$ cat config.mk
export PLATFORM = sky130hd
export DESIGN_NAME = full_st1_tap_ctrl
export DESIGN_NICKNAME = d
export VERILOG_FILES = /design/src/rtl/full_st1_tap_ctrl.sv
export SDC_FILE = /design/constraint.sdc
export NUM_CORES = 1
export LEC_CHECK = 0
export BUFFER_PORTS_ARGS = -buffer_cell sky130_fd_sc_hd__buf_2
export CAP_MARGIN = 30
export CORE_AREA = 2 2 331 333
export DETAILED_ROUTE_END_ITERATION = 16
export DIE_AREA = 0 0 333 335
export PLACE_DENSITY = 0.32
export RECOVER_POWER = 100
export SYNTH_ARGS = -nofsm -noshare
export SYNTH_HDL_FRONTEND = slang
export SYNTH_SLANG_ARGS = --single-unit
$ cat constraint.sdc
create_clock -name clk -period 1.56 [get_ports clk]
set_input_delay 0.078 -clock clk [delete_from_list [all_inputs] [get_ports clk]]
set_output_delay 0.078 -clock clk [all_outputs]
set_load 0.03 [all_outputs]
$ cat src/rtl/full_st1_tap_ctrl.sv
// Tap-memory sequencer: load, row read, interleaved read and per-lane
// update of a 16-row x 192-bit (6 x 32-bit lane) tap store.
//
// Ports:
//   clk, reset           : clock, synchronous active-high reset
//   cmd_vld/op/rdy       : command handshake (0 LOAD,1 READ,2 READT,3 UPDATE)
//   in_vld/data/rdy      : full-row load stream
//   upd_vld/data/rdy     : single-word update stream
//   tap_*                : bank controls (read, row write, lane write, interleave)
//   tap_rd_data          : bank read data, one cycle after tap_rd_vld
//   out_vld/data/last    : read return stream (no backpressure)
//   done                 : one-cycle completion pulse
module full_st1_tap_ctrl #(
  parameter int NUM_ROWS  = 6,
  parameter int NUM_LANES = 6
) (
  input  logic         clk,
  input  logic         reset,
  input  logic         cmd_vld,
  input  logic [1:0]   cmd_op,
  output logic         cmd_rdy,
  input  logic         in_vld,
  input  logic [191:0] in_data,
  output logic         in_rdy,
  input  logic         upd_vld,
  input  logic [31:0]  upd_data,
  output logic         upd_rdy,
  output logic [3:0]   tap_rd_address,
  output logic         tap_rd_vld,
  output logic [3:0]   tap_wr_address,
  output logic         tap_wr_vld,
  output logic [191:0] tap_wr_data,
  output logic [2:0]   tap_sub_addr,
  output logic [31:0]  tap_sub_data,
  output logic         tap_sub_vld,
  output logic         tap_inter,
  output logic         tap_inter_first,
  input  logic [191:0] tap_rd_data,
  output logic         out_vld,
  output logic [191:0] out_data,
  output logic         out_last,
  output logic         done
);

  localparam logic [2:0] S_IDLE  = 3'd0;
  localparam logic [2:0] S_LOAD  = 3'd1;
  localparam logic [2:0] S_READ  = 3'd2;
  localparam logic [2:0] S_READT = 3'd3;
  localparam logic [2:0] S_UPD   = 3'd4;
  localparam logic [2:0] S_DRAIN = 3'd5;

  localparam logic [3:0] LAST_ROW  = 4'(NUM_ROWS - 1);
  localparam logic [2:0] LAST_LANE = 3'(NUM_LANES - 1);

  logic [2:0] r_state;
  logic [2:0] w_next;
  logic [3:0] r_row;
  logic [3:0] w_row_nxt;
  logic [2:0] r_lane;
  logic [2:0] w_lane_nxt;
  logic       r_out_vld;
  logic       r_out_last;
  logic       r_done;

  logic w_ld_acc;
  logic w_up_acc;
  logic w_rd_iss;
  logic w_last_row;
  logic w_last_lane;
  logic w_fin;

  assign w_last_row  = (r_row == LAST_ROW);
  assign w_last_lane = (r_lane == LAST_LANE);
  assign w_ld_acc    = (r_state == S_LOAD) & in_vld;
  assign w_up_acc    = (r_state == S_UPD) & upd_vld;
  assign w_rd_iss    = (r_state == S_READ) | (r_state == S_READT);

  // Final beat of any command; done follows one cycle later, which for
  // reads lands in the DRAIN cycle together with out_last.
  assign w_fin = (w_ld_acc & w_last_row)
               | (w_up_acc & w_last_row & w_last_lane)
               | (w_rd_iss & w_last_row);

  always_comb begin
    w_next     = r_state;
    w_row_nxt  = r_row;
    w_lane_nxt = r_lane;
    unique case (r_state)
      S_IDLE: begin
        if (cmd_vld) begin
          w_row_nxt  = 4'd0;
          w_lane_nxt = 3'd0;
          unique case (cmd_op)
            2'd0: w_next = S_LOAD;
            2'd1: w_next = S_READ;
            2'd2: w_next = S_READT;
            2'd3: w_next = S_UPD;
            default: w_next = S_IDLE;
          endcase
        end
      end
      S_LOAD: begin
        if (in_vld) begin
          w_row_nxt = r_row + 4'd1;
          if (w_last_row) w_next = S_IDLE;
        end
      end
      S_READ, S_READT: begin
        w_row_nxt = r_row + 4'd1;
        if (w_last_row) w_next = S_DRAIN;
      end
      S_UPD: begin
        if (upd_vld) begin
          if (w_last_lane) begin
            w_lane_nxt = 3'd0;
            w_row_nxt  = r_row + 4'd1;
            if (w_last_row) w_next = S_IDLE;
          end else begin
            w_lane_nxt = r_lane + 3'd1;
          end
        end
      end
      S_DRAIN: w_next = S_IDLE;
      default: w_next = S_IDLE;
    endcase
  end

  always_ff @(posedge clk) begin
    if (reset) begin
      r_state    <= S_IDLE;
      r_row      <= 4'd0;
      r_lane     <= 3'd0;
      r_out_vld  <= 1'b0;
      r_out_last <= 1'b0;
      r_done     <= 1'b0;
    end else begin
      r_state    <= w_next;
      r_row      <= w_row_nxt;
      r_lane     <= w_lane_nxt;
      r_out_vld  <= w_rd_iss;
      r_out_last <= w_rd_iss & w_last_row;
      r_done     <= w_fin;
    end
  end

  assign cmd_rdy = (r_state == S_IDLE);
  assign in_rdy  = (r_state == S_LOAD);
  assign upd_rdy = (r_state == S_UPD);

  // Interleaved reads present row 0 only; the bank rotates the rest.
  assign tap_rd_vld      = w_rd_iss;
  assign tap_rd_address  = (r_state == S_READ) ? r_row : 4'd0;
  assign tap_inter       = (r_state == S_READT);
  assign tap_inter_first = (r_state == S_READT) & (r_row == 4'd0);

  assign tap_wr_vld     = w_ld_acc;
  assign tap_wr_address = (w_ld_acc | w_up_acc) ? r_row : 4'd0;
  assign tap_wr_data    = w_ld_acc ? in_data : 192'd0;
  assign tap_sub_vld    = w_up_acc;
  assign tap_sub_addr   = w_up_acc ? r_lane : 3'd0;
  assign tap_sub_data   = w_up_acc ? upd_data : 32'd0;

  assign out_vld  = r_out_vld;
  assign out_last = r_out_last;
  assign out_data = r_out_vld ? tap_rd_data : 192'd0;
  assign done     = r_done;

endmodule

==> results of run 1 <==
[flip-flops by register name (all words and copies together) (netlist names)]
| register | count |
|---|---|
| done | 1 |
| r_lane | 3 |
| out_last | 1 |
| r_row | 4 |
| out_vld | 1 |
| r_state | 3 |
[layout make-up]
class                   instances  area share
diodes                         45     0.00876
clock buffers                   3     0.00584
clock inverters                 1    0.000389
inverters                       9     0.00302
multi-input cells             492       0.281
flip-flops and latches         13      0.0212
well taps                    1414       0.138
repair buffers                930       0.543
[synthesized netlist by cell type (all sizes together) (2+ instances only)]
master	instances
dfxtp	13
nand2	5
o21ai	6
nand3b	3
and3	5
nor2	14
a21oi	4
ha	6
nor2b	4
a32oi	2
buf	6
and2	419
clkbuf	44
a31oi	2
nor3	6
inv	9
[cells by family (layout without fill, tap and decap cells)]
family,after synthesis,in the layout,synth area share
and+or+nand+nor,462,462,0.792
buffers and inverters,59,943,0.0637
AOI/OAI and AO/OA,22,22,0.0459
DFF,13,13,0.0723
adders and majority gates,6,6,0.0209
xor gates and xnor gates,1,1,0.00244
muxes,1,1,0.00278
other,0,45,0
[worst max-delay path, cell delays in order, from the launching register on]
cell       delay [ns]
dfxtp_4          0.36
nand3b_1         0.22
nor2_4           0.16
buf_12           0.14
clkbuf_16        0.18
clkbuf_16        0.16
and2_2           0.15
buf_6            0.13
[repair_timing]
action / CTS / global route
resized for setup: 193 / 468
endpoints found under the hold margin: 0 / 0
buffers inserted: 3 / 15
pin swaps: 2 / 49
setup endpoints to repair: 244 / 245
cloned: 2 / 18
[through the flow]
stage	cells	setup WS, ns	util	hold WS, ns	total power [mW]
after floorplan	564	-0.0554	-	0.248	1.58
after global placement	2820	-0.113	0.0967	0.469	2.98
after detailed placement	2820	-0.142	0.0967	0.464	2.98
after CTS	2829	-0.268	0.103	0.203	3.63
after global routing	2886	-0.327	0.118	0.244	4.14
final	2907	-0.278	0.119	0.209	3.93
[layer usage]
metal / vias to the layer above / GRT usage / wire length [µm]
met5: - / 0 / 922
met4: 152 / 0.0106 / 1350
met3: 274 / 0.103 / 11800
met2: 562 / 0.196 / 33900
met1: 3421 / 0.0961 / 21200
li1: 3554 / - / -
[path summary, 6_finish.rpt]
path / startpoint / endpoint / slack [ns] / cells after the start
max: r_state[1] / tap_wr_data[87] / -0.28 / 7
min: cmd_vld / r_state[1] / 0.21 / 3
max reg2reg: r_state[1] / r_row[3] / -0.19 / 6
min reg2reg: r_lane[2] / r_lane[2] / 0.52 / 2
[power groups by stage]
stage	Sequential (mW)	Clock [mW]	Combinational [mW]
CTS	0.368	0.521	2.74
finish	0.371	0.516	3.05
detailed placement	0.377	0	2.60
floorplan	0.367	0	1.21
global placement	0.376	0	2.60
global route	0.373	0.536	3.23
==> summary.txt, run 1 <==
Pwr
  • Logic pwr share: 0.775
  • VDD IR-drop max: 0.334 mV
  • Clock network fraction of total power: 0.131
  • Sw Share: 0.477
  • Pint: just over 2 mW
  • Sequential Power Share: 0.094
  • Psw: 1.88 mW
  • Power per cell area: 306 nW/µm²
  • Leakage Power: between 6 and 7 nW

STA
  • Setup_tns: -54.10 ns
  • Final Cycle Share: 1.18
  • Count of final hold-check violations: 0
  • Actual slew at the worst max-slew pin: slightly below 0.8 ns
  • # setup viols final: ~250
  • Worst setup margin: -0.278 ns
  • Crit path time final: between 1.5 and 2 ns
  • Fin. max-slew vios: 0
  • Final Skew: 0.00928 ns
  • RSZ-0062 raised after global routing: yes
  • Maximum clock rate: 544 MHz
  • Slew HR: 0.483

Placed design
  • DP HPWL: approximately 63000 µm
  • RD Place Congestion: 0.725
  • PortBufs: between 800 and 900
  • Placed Area: approximately 10000 µm²

Synthesis
  • Mean Syn Cell Area: ~6.4 µm²
  • Synth Register Bits: 13
  • Synth area leader: and2_1
  • Syn_nets: roughly 1000
  • Yosys cell types: 32
  • Yosys warning total: 0
  • Synthesized area: 3600 µm²
  • Post-synthesis sequential area ratio: 0.0723
  • Post-synth EDFFs: 0
  • Ranking of synthesized cells by area: and2_1 (73%), dfxtp_1 (7.2%), clkbuf_1 (4.6%)
  • Asr flop ratio synth: 0
  • Ys flop type: dfxtp_1
  • Syn Inst Count: 564
  • Synth top area share: 0.729

Clocking
  • Worst-skew pair later-pin latency: 0.25 ns
  • Hold buffers post-CTS: 0
  • CTS Root Cell: clkbuf_16
  • Num CTS Buffers: 3
  • CTS tree: yes
  • H-tree levels: 1
  • Clock sink count: 13
  • Clk buf depth: 2
  • Clk slew on worst S/H paths: 0.06 ns

Worst hold path
  • Type of the most critical hold path: in -> reg

Die
  • IO Pins: 861
  • Die Footprint: 112000 µm²
  • Row count: 121
  • Die Span X: 333 µm
  • Initial core utilization: 0.0333
  • Core area: 108000 µm²
  • Die height: 335 µm

Cells and area
  • Most common cell after layout, fill and taps aside: buf_2
  • Share of layout cells above drive strength 1: 0.807
  • Area of the multi-input gates: 3610 µm²
  • Post-layout instance area: 12900 µm²
  • NumNets Final: 1878
  • Most frequent cells in the layout: buf_2 (620), and2_1 (206), buf_6 (180)
  • FF/Latch Area: 273 µm²
  • Area delta synth->final: 258%
  • Fillers: roughly 13000

Routing
  • DR vias/cell: 2.74
  • DRC viols: 0
  • Vias: 7963
  • 1st-iter DRT viols: 215
  • Number of detailed-route iterations in the first pass: 4
  • Total detailed-routing wirelength: 69200 µm
  • Antenna Nets Post-Route: 0
  • WL/cell: 23.8 µm

Status
  • Status: finished, violations left
  • Failing checks: negative setup slack

Global route
  • GRT overflow: 0
  • Global Route Usage Sum: 0.111
  • Vias in the first global route: 7072
  • Initial antenna violation count: 180
  • Wire length of the first global-routing pass: around 80000 µm
  • Largest net degree at the start of global routing: 74

Run
  • MaxCap Viol Count: 0

Critical path
  • Crit path max fanout: 9
  • Crit. End Element: output port
  • WP data arrival: 1.76 ns
  • Req. time, crit path: 1.48 ns
  • WS Path Type: reg -> out
  • Crit start category: flip-flop
Note: power is estimated with default switching activity, not from simulation.
==> inputs of run 2 (changes only) <==
CORE_AREA = 2 2 335 337   (was 2 2 331 333)
DIE_AREA = 0 0 337 339   (was 0 0 333 335)
clock period = 1.78 ns   (was 1.56 ns; I/O delays follow)
==> summary.txt, run 2 (synthesis gave the netlist of run 1 again) <==
Routing
  • 1st-iter DRT viols: 253 (+18%)
  • WL/cell: 23.1 µm (-2.8%)
  • Vias: 7786 (-2.2%)
  • Number of detailed-route iterations in the first pass: 4 (unchanged)
  • DRC viols: 0 (unchanged)
  • Total detailed-routing wirelength: 68300 µm (-1.2%)
  • Antenna Nets Post-Route: 0 (unchanged)
  • DR vias/cell: 2.64 (-3.8%)

STA
  • Slew HR: 0.274 (-0.209)
  • Hold slack: 0.180 ns (-0.0282 ns)
  • RSZ-0062 raised after global routing: yes
  • Crit path time final: 1.90 ns
  • Final Skew: 0.00627 ns (-0.00302 ns)
  • Maximum clock rate: 527 MHz
  • Final Cycle Share: 1.07
  • Actual slew at the worst max-slew pin: 1.09 ns (+0.314 ns)
  • Count of final hold-check violations: 0 (unchanged)
  • # setup viols final: 145 (-42%)
  • Fin. max-slew vios: 0 (unchanged)
  • Worst setup margin: -0.117 ns (+0.160 ns)

Global route
  • Wire length of the first global-routing pass: 80800 µm (+1.5%)
  • Vias in the first global route: 7226 (+2.2%)
  • Initial antenna violation count: 154 (-14%)
  • GRT overflow: 0 (unchanged)
  • Global Route Usage Sum: 0.111 (-0.000658)
  • Largest net degree at the start of global routing: 76 (+2.7%)

Clocking
  • Num CTS Buffers: 3 (unchanged)
  • H-tree levels: 1 (unchanged)
  • CTS tree: yes
  • Clk buf depth: 2 (unchanged)
  • Worst-skew pair later-pin latency: 0.25 ns (about the same)
  • Clk slew on worst S/H paths: 0.05 ns (about the same)
  • Clock sink count: 13 (unchanged)
  • CTS Root Cell: clkbuf_16

Pwr
  • Sw Share: 0.484 (+0.00664)
  • VDD IR-drop max: 0.256 mV (-23%)
  • Pint: 1.75 mW (-15%)
  • Clock network fraction of total power: 0.131 (about the same)
  • Sequential Power Share: 0.097 (+0.003)
  • Logic pwr share: 0.771 (-0.004)
  • Leakage Power: 6.39 nW (-3.0%)
  • Psw: 1.64 mW (-12%)
  • Power per cell area: 273 nW/µm² (-11%)

Placed design
  • Setup WS pre-CTS: -0.0230 ns (+0.119 ns)
  • PortBufs: 860 (unchanged)
  • RD Place Congestion: 0.792 (+9.2%)
  • DP HPWL: 62600 µm (-0.78%)

Critical path
  • CP dominant cell by count: buf_12
  • Crit. End Element: output port
  • Slowest-stage cell, CP: dfxtp_4
  • WP data arrival: 1.81 ns (+0.05 ns)
  • FF-to-FF setup slack: 0.05 ns (+0.24 ns)
  • Crit path max fanout: 8 (-1)
  • WS Path Type: reg -> out
  • Critical path, cell by cell: nand3b_1 > nor2_4 > buf_12 > buf_16 > buf_12 > buf_8 > and2_4 > buf_6
  • Crit start category: flip-flop
  • Req. time, crit path: 1.69 ns (+0.21 ns)
  • Worst stage delay on the critical path: 0.34 ns (-0.02 ns)

Die
  • Die Span X: 337 µm (+1.2%)
  • Initial core utilization: 0.0326 (-0.000684)
  • Core area: 110000 µm² (+2.1%)
  • Row count: 122 (+0.83%)
  • Die Footprint: 114000 µm² (+2.4%)
  • IO Pins: 861 (unchanged)
  • Die height: 339 µm (+1.2%)

Cells and area
  • Largest registers: r_row (4), r_lane (3), r_state (3)
  • Area delta synth->final: 246%
  • Most flops, register: r_row
  • NumNets Final: 1857 (-1.1%)
  • Share of layout cells above drive strength 1: 0.736 (-0.0708)
  • Max FFs per register: 4 (unchanged)
  • Most common cell after layout, fill and taps aside: buf_2
  • Most frequent cells in the layout: buf_2 (630), and2_1 (282), buf_6 (156)

Worst hold path
  • Type of the most critical hold path: in -> reg

Status
  • Failing checks: negative setup slack
  • Status: finished, violations left

Run
  • MaxCap Viol Count: 0 (unchanged)
-- run 2: power by group through the flow --
stage               registers [mW]  logic (mW)  clock network (mW)
finish                       0.330        2.62               0.446
global route                 0.333        2.78               0.471
CTS                          0.334        2.51               0.454
detailed placement           0.341        2.24                   0
global placement             0.341        2.24                   0
floorplan                    0.322        1.03                   0
-- run 2: per-layer routing --
layer  wire [µm]  up-vias  track usage
met4        2540      140       0.0334
li1            -     3494            -
met1       19700     3334       0.0905
met2       34000      552        0.198
met5        1160        -            0
met3       10800      266       0.0906
-- run 2: what timing repair did --
| action | in CTS | in global routing |
|---|---|---|
| buffers inserted | 6 | 7 |
| cloned | 8 | 8 |
| setup endpoints to repair | 189 | 202 |
| pin swaps | 21 | 21 |
| hold buffers | 0 | 0 |
| resized for setup | 326 | 207 |
-- run 2: cell type report --
type	instances	area, µm²
Timing Repair Buffer	909	6650
Clock inverter	1	5.00
Inverter	9	33.8
Multi-Input combinational cell	492	3460
Fill cell	13000	97900
Antenna cell	39	97.6
Sequential cell	13	269
Clock buffer	3	75.1
Tap cell	1488	1860
-- run 2: critical path: cells and delay by family (launching register included) --
| kind | cells | cell delay (ns) |
|---|---|---|
| buffers and inverters | 5 | 0.66 |
| DFF | 1 | 0.34 |
| and+or+nand+nor | 3 | 0.51 |
-- run 2: path summary, 6_finish.rpt --
kind / start / endpoint / cells past startpoint
worst max-delay path: r_state[1] / tap_wr_data[182] / 8
worst min-delay path: reset / r_lane[1] / 2
worst max register to register: r_state[1] / r_row[3] / 6
worst min register to register: r_lane[2] / r_lane[2] / 2
-- run 2: through the flow --
stage	area [µm²]	power [mW]	TNS, ns	cells	util
after floorplan	3600	1.35	0	564	-
after global placement	10300	2.58	0	2884	0.0938
after detailed placement	10300	2.58	-0.0326	2884	0.0938
after CTS	11600	3.30	-10.74	2902	0.105
after global routing	12400	3.59	-18.49	2934	0.112
final	12500	3.40	-7.23	2954	0.113
